<file path="src/rtl/mole_game_ctrl_if.sv">
// Signal bundle between the whack-a-mole round sequencer and its surroundings.
// EN is a level; tick is a one-cycle enable pulse; button_j is a debounced level; all outputs are registered.
interface mole_game_ctrl_if;
  logic       EN;
  logic       tick;
  logic [2:0] rnd;
  logic [7:0] button_j;
  logic [7:0] LEDs;
  logic [7:0] score;
  logic [3:0] misses;
  logic       game_over;
  logic       hit_p;
  logic       miss_p;
  logic [2:0] state_dbg;

  modport master (
    output EN, tick, rnd, button_j,
    input  LEDs, score, misses, game_over, hit_p, miss_p, state_dbg
  );

  modport slave (
    input  EN, tick, rnd, button_j,
    output LEDs, score, misses, game_over, hit_p, miss_p, state_dbg
  );
endinterface

</file>
<file path="src/rtl/mole_game_ctrl.sv">
// Whack-a-mole round sequencer: spawns moles from rnd, times the up window on ticks,
// judges button rises, and keeps score, misses and a shrinking up window.
module mole_game_ctrl #(
  parameter int TIMEOUT_TICKS = 800,
  parameter int GAP_TICKS     = 200,
  parameter int MIN_TIMEOUT   = 300,
  parameter int STEP_TICKS    = 50,
  parameter int HITS_PER_STEP = 8,
  parameter int MAX_MISS      = 5
) (
  input  logic            Clk,
  input  logic            reset,
  mole_game_ctrl_if.slave bus
);
  localparam int CW = 16;
  localparam int HW = (HITS_PER_STEP > 1) ? $clog2(HITS_PER_STEP) : 1;

  localparam logic [CW-1:0] TIMEOUT_C  = CW'(TIMEOUT_TICKS);
  localparam logic [CW-1:0] GAP_C      = CW'(GAP_TICKS);
  localparam logic [CW-1:0] MIN_C      = CW'(MIN_TIMEOUT);
  localparam logic [CW-1:0] STEP_C     = CW'(STEP_TICKS);
  localparam logic [HW-1:0] HIT_LAST_C = HW'(HITS_PER_STEP - 1);
  localparam logic [3:0]    MAX_MISS_C = 4'(MAX_MISS);

  typedef enum logic [2:0] {
    S_IDLE  = 3'd0,
    S_GAP   = 3'd1,
    S_SPAWN = 3'd2,
    S_UP    = 3'd3,
    S_HIT   = 3'd4,
    S_MISS  = 3'd5,
    S_OVER  = 3'd6
  } state_e;

  state_e        state_q, state_d;
  logic          en_q;
  logic [7:0]    btn_q;
  logic [CW-1:0] gap_q, gap_d;
  logic [CW-1:0] up_q, up_d;
  logic [CW-1:0] window_q, window_d;
  logic [HW-1:0] hits_q, hits_d;
  logic [2:0]    last_idx_q, last_idx_d;
  logic [7:0]    leds_q, leds_d;
  logic [7:0]    score_q, score_d;
  logic [3:0]    misses_q, misses_d;
  logic          over_q, over_d;
  logic          hit_p_q, hit_p_d;
  logic          miss_p_q, miss_p_d;

  logic          start;
  logic [7:0]    rise;
  logic [2:0]    spawn_idx;
  logic          gap_last;
  logic          up_last;
  logic [3:0]    misses_inc;

  assign start      = bus.EN & ~en_q;
  assign rise       = bus.button_j & ~btn_q;
  // Never light the same mole twice in a row.
  assign spawn_idx  = (bus.rnd == last_idx_q) ? bus.rnd + 3'd1 : bus.rnd;
  assign gap_last   = bus.tick && (gap_q <= CW'(1));
  assign up_last    = bus.tick && (up_q <= CW'(1));
  assign misses_inc = misses_q + 4'd1;

  always_ff @(posedge Clk or negedge reset) begin
    if (!reset) state_q <= S_IDLE;
    else        state_q <= state_d;
  end

  always_comb begin
    state_d = state_q;
    if (!bus.EN) begin
      state_d = S_IDLE;
    end else begin
      case (state_q)
        S_IDLE, S_OVER: if (start) state_d = S_GAP;
        S_GAP:          if (gap_last) state_d = S_SPAWN;
        S_SPAWN:        state_d = S_UP;
        S_UP: begin
          // A correct rise beats both a wrong bit rising alongside it and the final tick.
          if (rise != 8'h00)  state_d = rise[last_idx_q] ? S_HIT : S_MISS;
          else if (up_last)   state_d = S_MISS;
        end
        S_HIT:          state_d = S_GAP;
        S_MISS:         state_d = (misses_inc == MAX_MISS_C) ? S_OVER : S_GAP;
        default:        state_d = S_IDLE;
      endcase
    end
  end

  always_comb begin
    gap_d      = gap_q;
    up_d       = up_q;
    window_d   = window_q;
    hits_d     = hits_q;
    last_idx_d = last_idx_q;
    leds_d     = 8'h00;
    score_d    = score_q;
    misses_d   = misses_q;
    over_d     = over_q;
    hit_p_d    = 1'b0;
    miss_p_d   = 1'b0;
    if (bus.EN) begin
      case (state_q)
        S_IDLE, S_OVER: begin
          if (start) begin
            score_d  = 8'h00;
            misses_d = 4'h0;
            over_d   = 1'b0;
            hits_d   = '0;
            window_d = TIMEOUT_C;
            gap_d    = GAP_C;
          end
        end
        S_GAP: begin
          if (bus.tick && gap_q != '0) gap_d = gap_q - CW'(1);
        end
        S_SPAWN: begin
          last_idx_d = spawn_idx;
          leds_d     = 8'h01 << spawn_idx;
          up_d       = window_q;
        end
        S_UP: begin
          leds_d = leds_q;
          if (rise == 8'h00 && bus.tick && up_q != '0) up_d = up_q - CW'(1);
        end
        S_HIT: begin
          hit_p_d = 1'b1;
          if (score_q != 8'hFF) score_d = score_q + 8'd1;
          gap_d = GAP_C;
          if (hits_q == HIT_LAST_C) begin
            hits_d   = '0;
            window_d = ((window_q >= STEP_C) && (window_q - STEP_C >= MIN_C)) ?
                       window_q - STEP_C : MIN_C;
          end else begin
            hits_d = hits_q + HW'(1);
          end
        end
        S_MISS: begin
          miss_p_d = 1'b1;
          misses_d = misses_inc;
          if (misses_inc == MAX_MISS_C) over_d = 1'b1;
          else                          gap_d  = GAP_C;
        end
        default: ;
      endcase
    end
  end

  always_ff @(posedge Clk or negedge reset) begin
    if (!reset) begin
      en_q       <= 1'b0;
      btn_q      <= 8'h00;
      gap_q      <= '0;
      up_q       <= '0;
      window_q   <= TIMEOUT_C;
      hits_q     <= '0;
      last_idx_q <= 3'd0;
      leds_q     <= 8'h00;
      score_q    <= 8'h00;
      misses_q   <= 4'h0;
      over_q     <= 1'b0;
      hit_p_q    <= 1'b0;
      miss_p_q   <= 1'b0;
    end else begin
      en_q       <= bus.EN;
      btn_q      <= bus.button_j;
      gap_q      <= gap_d;
      up_q       <= up_d;
      window_q   <= window_d;
      hits_q     <= hits_d;
      last_idx_q <= last_idx_d;
      leds_q     <= leds_d;
      score_q    <= score_d;
      misses_q   <= misses_d;
      over_q     <= over_d;
      hit_p_q    <= hit_p_d;
      miss_p_q   <= miss_p_d;
    end
  end

  assign bus.LEDs      = leds_q;
  assign bus.score     = score_q;
  assign bus.misses    = misses_q;
  assign bus.game_over = over_q;
  assign bus.hit_p     = hit_p_q;
  assign bus.miss_p    = miss_p_q;
  assign bus.state_dbg = state_q;
endmodule

</file>
<file path="src/flat_wrapper.sv">
// flat-port wrapper written by rule: the top's interface ports become plain ports
module mole_game_ctrl_flat 
#(
  parameter int TIMEOUT_TICKS = 800,
  parameter int GAP_TICKS     = 200,
  parameter int MIN_TIMEOUT   = 300,
  parameter int STEP_TICKS    = 50,
  parameter int HITS_PER_STEP = 8,
  parameter int MAX_MISS      = 5
)
  (Clk, reset, bus_EN, bus_tick, bus_rnd, bus_button_j, bus_LEDs, bus_score, bus_misses, bus_game_over, bus_hit_p, bus_miss_p, bus_state_dbg);
  mole_game_ctrl_if bus_i ();
  input  logic Clk;
  input  logic reset;
  input wire logic [$bits(bus_i.EN)-1:0] bus_EN;
  input wire logic [$bits(bus_i.tick)-1:0] bus_tick;
  input wire logic [$bits(bus_i.rnd)-1:0] bus_rnd;
  input wire logic [$bits(bus_i.button_j)-1:0] bus_button_j;
  output wire logic [$bits(bus_i.LEDs)-1:0] bus_LEDs;
  output wire logic [$bits(bus_i.score)-1:0] bus_score;
  output wire logic [$bits(bus_i.misses)-1:0] bus_misses;
  output wire logic [$bits(bus_i.game_over)-1:0] bus_game_over;
  output wire logic [$bits(bus_i.hit_p)-1:0] bus_hit_p;
  output wire logic [$bits(bus_i.miss_p)-1:0] bus_miss_p;
  output wire logic [$bits(bus_i.state_dbg)-1:0] bus_state_dbg;
  assign bus_i.EN = bus_EN;
  assign bus_i.tick = bus_tick;
  assign bus_i.rnd = bus_rnd;
  assign bus_i.button_j = bus_button_j;
  assign bus_LEDs = bus_i.LEDs;
  assign bus_score = bus_i.score;
  assign bus_misses = bus_i.misses;
  assign bus_game_over = bus_i.game_over;
  assign bus_hit_p = bus_i.hit_p;
  assign bus_miss_p = bus_i.miss_p;
  assign bus_state_dbg = bus_i.state_dbg;
  mole_game_ctrl #(.TIMEOUT_TICKS(TIMEOUT_TICKS), .GAP_TICKS(GAP_TICKS), .MIN_TIMEOUT(MIN_TIMEOUT), .STEP_TICKS(STEP_TICKS), .HITS_PER_STEP(HITS_PER_STEP), .MAX_MISS(MAX_MISS)) u_core (.Clk(Clk), .reset(reset), .bus(bus_i));
endmodule
</file>
<file path="config.mk">
export PLATFORM = sky130hd
export DESIGN_NAME = mole_game_ctrl_flat
export DESIGN_NICKNAME = d
export VERILOG_FILES = /design/src/rtl/mole_game_ctrl_if.sv /design/src/rtl/mole_game_ctrl.sv /design/src/flat_wrapper.sv
export SDC_FILE = /design/constraint.sdc
export NUM_CORES = 1
export LEC_CHECK = 0
export ABC_CLOCK_PERIOD_IN_PS = 2800
export BUFFER_PORTS_ARGS = -buffer_cell sky130_fd_sc_hd__buf_2
export CORE_ASPECT_RATIO = 2
export CORE_MARGIN = 4
export CORE_UTILIZATION = 25
export CTS_CLUSTER_DIAMETER = 200
export DETAILED_ROUTE_END_ITERATION = 8
export HOLD_SLACK_MARGIN = 0.05
export SKIP_CTS_REPAIR_TIMING = 1
export SLEW_MARGIN = 25
export SYNTH_ARGS = -nofsm -noshare
export SYNTH_HDL_FRONTEND = slang
export SYNTH_SLANG_ARGS = --single-unit
</file>
<file path="constraint.sdc">
create_clock -name Clk -period 2.8 [get_ports Clk]
set_input_delay 0.56 -clock Clk [delete_from_list [all_inputs] [get_ports Clk]]
set_output_delay 0.56 -clock Clk [all_outputs]
set_load 0.1 [all_outputs]
</file>
== Word level (Yosys, flattened, before mapping) ==
Cells that the tools add are included.

* Multipliers: 0
* Bitwise gates (word level): 4
* Eq/ne operators: 21
* Div/mod/pow operators: 0
* $add $sub $neg: 7
* Reductions and logical operators: 25
* Muxes and demuxes: 38
* Shifts and indexed selects: 1
* Order comparisons: 5

{| class="wikitable"
|+ Operators with widths
! cell !! number
|-
| $mux 16 || 7
|-
| $pmux 16 s2 || 2
|-
| $pmux 16 s4 || 1
|-
| $le 16x1->1 const B || 2
|-
| $pmux 8 s2 || 2
|-
| $reduce_bool 16->1 || 2
|-
| $sub 16x1->16 const B || 2
|-
| $mux 3 || 9
|-
| $mux 8 || 3
|-
| $pmux 3 s6 || 1
|-
| $ge 16x6->1 const B || 1
|-
| $ge 16x9->1 const B || 1
|-
| $sub 16x6->16 const B || 1
|-
| $eq 3x3->1 const B || 4
|-
| $ne 2x1->1 const B || 6
|-
| $reduce_and 3->1 || 4
|-
| $reduce_and 4->1 || 3
|-
| $add 8x1->8 const B || 1
|-
| $and 8x8->8 || 1
|-
| $logic_not 8->1 || 1
|-
| $mux 1 || 8
|-
| $ne 8x8->1 const B || 1
|-
| $not 8->8 || 1
|-
| $pmux 4 s2 || 1
|-
| 25 further kinds || 36
|}

* Bits of input ports: 15
* Bits in latches: 0
* Memories: 0
* Flip-flop bits (word level): 89
* ROM bits: 0
* RAM bits: 0

== Logic depth before layout (Yosys ltp) ==
* Depth in word-level cells: 8
* Gate-level depth with buffers: 10

== Least setup slack after synthesis ==
No wires, ideal clock.

* Path kind: flip-flop to flip-flop
* Start: register u_core.state_q[2], in the netlist u_core.bus.state_dbg[2]
* End: register u_core.gap_q[14]
* Setup slack: 0.089 ns
* Library setup time: 0.131 ns
* Cell stages (with the launch flop): 10
* Data arrival time: 2.580 ns
* Data required time: 2.669 ns
* Path buffers: 2
* Clock period less this slack: 2.711 ns
* Cells stage by stage: dfrtp_1 > clkbuf_1 > nand2b_1 > o21ai_0 > o311ai_0 > a31o_2 > clkbuf_1 > nor4_1 > xnor2_1 > nor2_1

* Cells in the longest elaborated chain, start to end: 4

{| class="wikitable"
|+ Ends and longest elaborated chain
! what !! RTL line !! source
|-
| from (decl) || mole_game_ctrl.sv:35 || <nowiki>state_e state_q, state_d;</nowiki>
|-
| from (signal assigned) || mole_game_ctrl.sv:67 || <nowiki>else state_q <= state_d;</nowiki>
|-
| $eq 3x3->1 or $logic_not 3->1 (tied branches) || mole_game_ctrl.sv:104 || <nowiki>case (state_q)</nowiki>
|-
| $reduce_or 2->1 || mole_game_ctrl.sv:104 ||
|-
| $reduce_bool 4->1 (no line) or $ne 2x1->1 (tied branches) || n/a ||
|-
| $reduce_and 5->1 (no line) || n/a ||
|-
| to (signal assigned) || mole_game_ctrl.sv:168 || <nowiki>gap_q <= gap_d;</nowiki>
|-
| to (decl) || mole_game_ctrl.sv:38 || <nowiki>logic [CW-1:0] gap_q, gap_d;</nowiki>
|}

Several ways; a longest one is shown, not always the timed one.
A chain may end at the register's enable or synchronous reset.

== Worst setup path in the final report ==
* Start: register u_core.window_q[2]
* End: register u_core.window_q[12]

* Cells in the longest elaborated chain, start to end: 6

{| class="wikitable"
|+ Ends and longest elaborated chain
! what !! RTL line !! source
|-
| from (decl) || mole_game_ctrl.sv:40 || <nowiki>logic [CW-1:0] window_q, window_d;</nowiki>
|-
| from (signal assigned) || mole_game_ctrl.sv:170 || <nowiki>window_q <= window_d;</nowiki>
|-
| $sub 16x6->16 || mole_game_ctrl.sv:133, mole_game_ctrl.sv:134 ||
|-
| $ge 16x9->1 || mole_game_ctrl.sv:133 || <nowiki>window_d = ((window_q >= STEP_C) && (window_q - STEP_C >= MIN_C)) ?</nowiki>
|-
| $logic_and 1x1->1 || mole_game_ctrl.sv:133 ||
|-
| $mux 16 * || mole_game_ctrl.sv:133 ||
|-
| $mux 16 * || mole_game_ctrl.sv:131 || <nowiki>if (hits_q == HIT_LAST_C) begin</nowiki>
|-
| $pmux 16 s2 * || mole_game_ctrl.sv:104 ||
|}

Mark *: on every way between the ends. The rest lies on a longest branch, timed or not. The select of a mux whose other input is x is not followed.

==> results.md <==
- Adder-cell share of the synthesized area: 3.17%
- Clk buf depth: 2
- Clk Latency, worst-skew pair: 0.37 ns
- Crit path kind: flop to flop
- Crit-path cells: inv_1, ha_2, nand2b_1, a2111oi_4, mux2i_1, a22o_1, a31o_1, or2b_2, o41ai_1
- Mux contribution to synthesized area: 1.49%
- Die area: 22700 µm²
- CTS sink count: 88
- Final Net Count: 643
- Synth Cell Area: 5050 µm²
- Outcome: completed
- Seq pwr share: 35.7%
- Critical path's slowest cell: dfrtp_1
- Final slew viol count: 0
- Cells after DPL: 866
- Mean post-synth cell area: 8.89 µm²
- TritonCTS buffer count: 9
- Final-report hold violation count: 0
- Largest net degree at the start of global routing: 39
- Initial antenna violation count: 0
- Pleak: 2.63 nW
- Fin Clk Skew: 0.0125 ns
- Number of library cell types mapped by synthesis: 66
- H-tree levels: 3
- Critical Path Max Stage Delay: 0.43 ns
- Fraction of the mapped netlist area in simple logic gates: 24.2%
- GRT Util Overall: 12.3%
- Critical Path Source Type: flop
- Fmax: 383 MHz
- Drt drc: 0
- Largest family of logic cells by synthesized area: simple AND/OR/NAND/NOR gates
- Initial Util: 25.3%
- Antenna-violating nets left: 0
- Setup Slack @ Placement: 0.149 ns
- Vias in the first global route: 4341
- Number of synthesized flops with an enable pin: 0
- Crit. End Element: flop
- CP max FO: 6
- Post-route insts no fill: 883
- Worst slew pin tran: 0.605 ns
- Sequential-to-total area share from yosys stat: 43.7%
- P_sw: 0.00208 W
- GRT overflow: 0
- Critical Path AT: 2.87 ns
- Ratio of cells with drive above 1 in the final layout: 15.9%
- Via/cell ratio: 4.92
- Share of total power in combinational logic: 37.3%
- Critical path data required time: 3.05 ns
- Initial drt markers: 241
- Final WL: 13.2 mm
- Synth Area in Compound Gates: 20.5%
- Gpl congestion: 0.855
- PortBufs: 40
- # setup viols final: 0
- Clk slew on worst S/H paths: 0.07 ns
- Post-Syn Instances: 568
- HP Class: primary input to async pin
- Chip height: 209 µm
- Flops & latches, synth: 88
- CTS tree: yes
- Commonest cells in the netlist: dfrtp_1 (85), o21ai_0 (59), nor2_1 (55)
- Global-route wire length before repair: 21.9 mm
- DRT Pass-1 Iters: 4
- WL per Instance: 15.0 µm
- Yosys top cell area share: 42.1%
- P&R area growth vs syn: 18.3%
- Sw Share: 41.4%
- Top post-synthesis cells by area: dfrtp_1 (42%), o21ai_0 (5.9%), nor2_1 (4.1%), nand2_1 (3.7%), a21oi_1 (3.1%)
- Syn_nets: 595
- Ys Warns: 0
- Xor and xnor fraction of the mapped netlist area: 2.95%
- Layout fillers: 2168
- Relative slew slack: 59.4%
- CTS root buf: clkbuf_16
- Via count: 4347
- Max IR drop VDD: 0.356 mV
- Internal power: 0.00295 W
- P per Cell Area: 842 nW/µm²
- Post-DP HPWL: 10.0 mm
- Clk pwr share: 27.0%
- Minimum clock period: 2.61 ns
- # IOs: 41
- Core footprint: 19900 µm²
- Primary FF master, synth: dfrtp_1
- N_diodes: 0
- Most frequent cell after synthesis: dfrtp_1
- Chip width: 108 µm
- Period utilisation layout: 93.3%
- Setup ws final: 0.188 ns
- Site Rows: 73
- Async SR Flop Fraction: 100%
- Max cap viols: 0
- Cell taking the most area after synthesis: dfrtp_1
## layout by cell type (no fill, tap or decap), drive strengths merged, types with 10 or more instances in the layout
cell type,n
buf,63
nor4,14
nor3,27
a21oi,31
nand2,50
ha,12
nand2b,14
nor2,55
o21ai,59
nor2b,10
nand3,20
clkbuf,10
dfrtp,85
inv,22
or3,13
## worst paths after layout
check	startpoint	end	slack [ns]	cells after the start
setup reg to reg	u_core.window_q[2]	u_core.window_q[12]	0.19	9
setup / recovery	u_core.window_q[2]	u_core.window_q[12]	0.19	9
max in group asynchronous	reset	u_core.gap_q[3]	1.90	2
min in group Clk	bus_button_j[4]	u_core.btn_q[4]	0.32	1
hold reg to reg	u_core.bus.LEDs[4]	u_core.bus.LEDs[4]	0.49	1
hold / removal	reset	u_core.window_q[14]	0.16	1
## metrics by stage
step | TNS, ns | utilization (%) | cell area [µm²] | power [W] | hold WS [ns]
2_1_floorplan | 0 | - | 5050 | 0.00315 | 0.264
3_3_place_gp | 0 | 28.2 | 5620 | 0.00367 | 0.469
3_5_place_dp | 0 | 28.2 | 5620 | 0.00369 | 0.485
4_1_cts | 0 | 29.9 | 5950 | 0.00507 | 0.166
5_1_grt | -0.0838 | 30.0 | 5970 | 0.00537 | 0.187
6_report | 0 | 30.0 | 5970 | 0.00503 | 0.162
## power by group through the flow
stage / Sequential, W / Clock, W / Combinational, W
floorplan: 0.00194 / 0 / 0.00121
global placement: 0.00181 / 0 / 0.00186
detailed placement: 0.00181 / 0 / 0.00188
CTS: 0.00179 / 0.00139 / 0.00189
global route: 0.00184 / 0.00144 / 0.00209
finish: 0.00180 / 0.00136 / 0.00187
## worst max-delay path, delay by kind of cell, from the launching register on
| family | cells | cell delay, ns |
|---|---|---|
| adders and majority gates | 1 | 0.23 |
| and+or+nand+nor | 2 | 0.50 |
| buffers and inverters | 1 | 0.12 |
| DFF | 1 | 0.43 |
| AOI/OAI and AO/OA | 4 | 0.90 |
| muxes | 1 | 0.32 |
## cell type report
cell class	count	area [µm²]	area share, %
multi-input cells	433	2660	44.4
flip-flops and latches	88	2210	36.9
repair buffers	63	375	6.28
well taps	262	328	5.49
clock buffers	10	239	4.00
clock inverters	6	91.3	1.53
inverters	21	78.8	1.32
## registers in the layout, indices dropped and copies added (netlist names)
| signal | flops |
|---|---|
| u_core.up_q | 16 |
| u_core.last_idx_q | 3 |
| u_core.bus.game_over | 1 |
| u_core.bus.score | 8 |
| u_core.gap_q | 16 |
| u_core.window_q | 15 |
| u_core.bus.miss_p | 1 |
| u_core.bus.LEDs | 8 |
| u_core.en_q | 1 |
| u_core.bus.hit_p | 1 |
| u_core.bus.misses | 4 |
| u_core.bus.state_dbg | 3 |
| u_core.btn_q | 8 |
| u_core.hits_q | 3 |
## kinds of logic (layout without fill, tap and decap cells)
kind of cell	Yosys count	count (layout)
AO/OA/AOI/OAI	160	160
XOR/XNOR	17	17
adder cells (fa/ha/maj)	13	13
buffers and inverters	47	100
flip-flops	88	88
multiplexers	5	5
AND/OR/NAND/NOR	238	238
## layer usage
metal / share of wire (%) / GRT usage (%)
met1: 36 / 12.3
met2: 56 / 22.8
met3: 3.1 / 2.07
met4: 4.3 / 7.54
met5: 0 / 0
(Power assumes the default switching activity.)
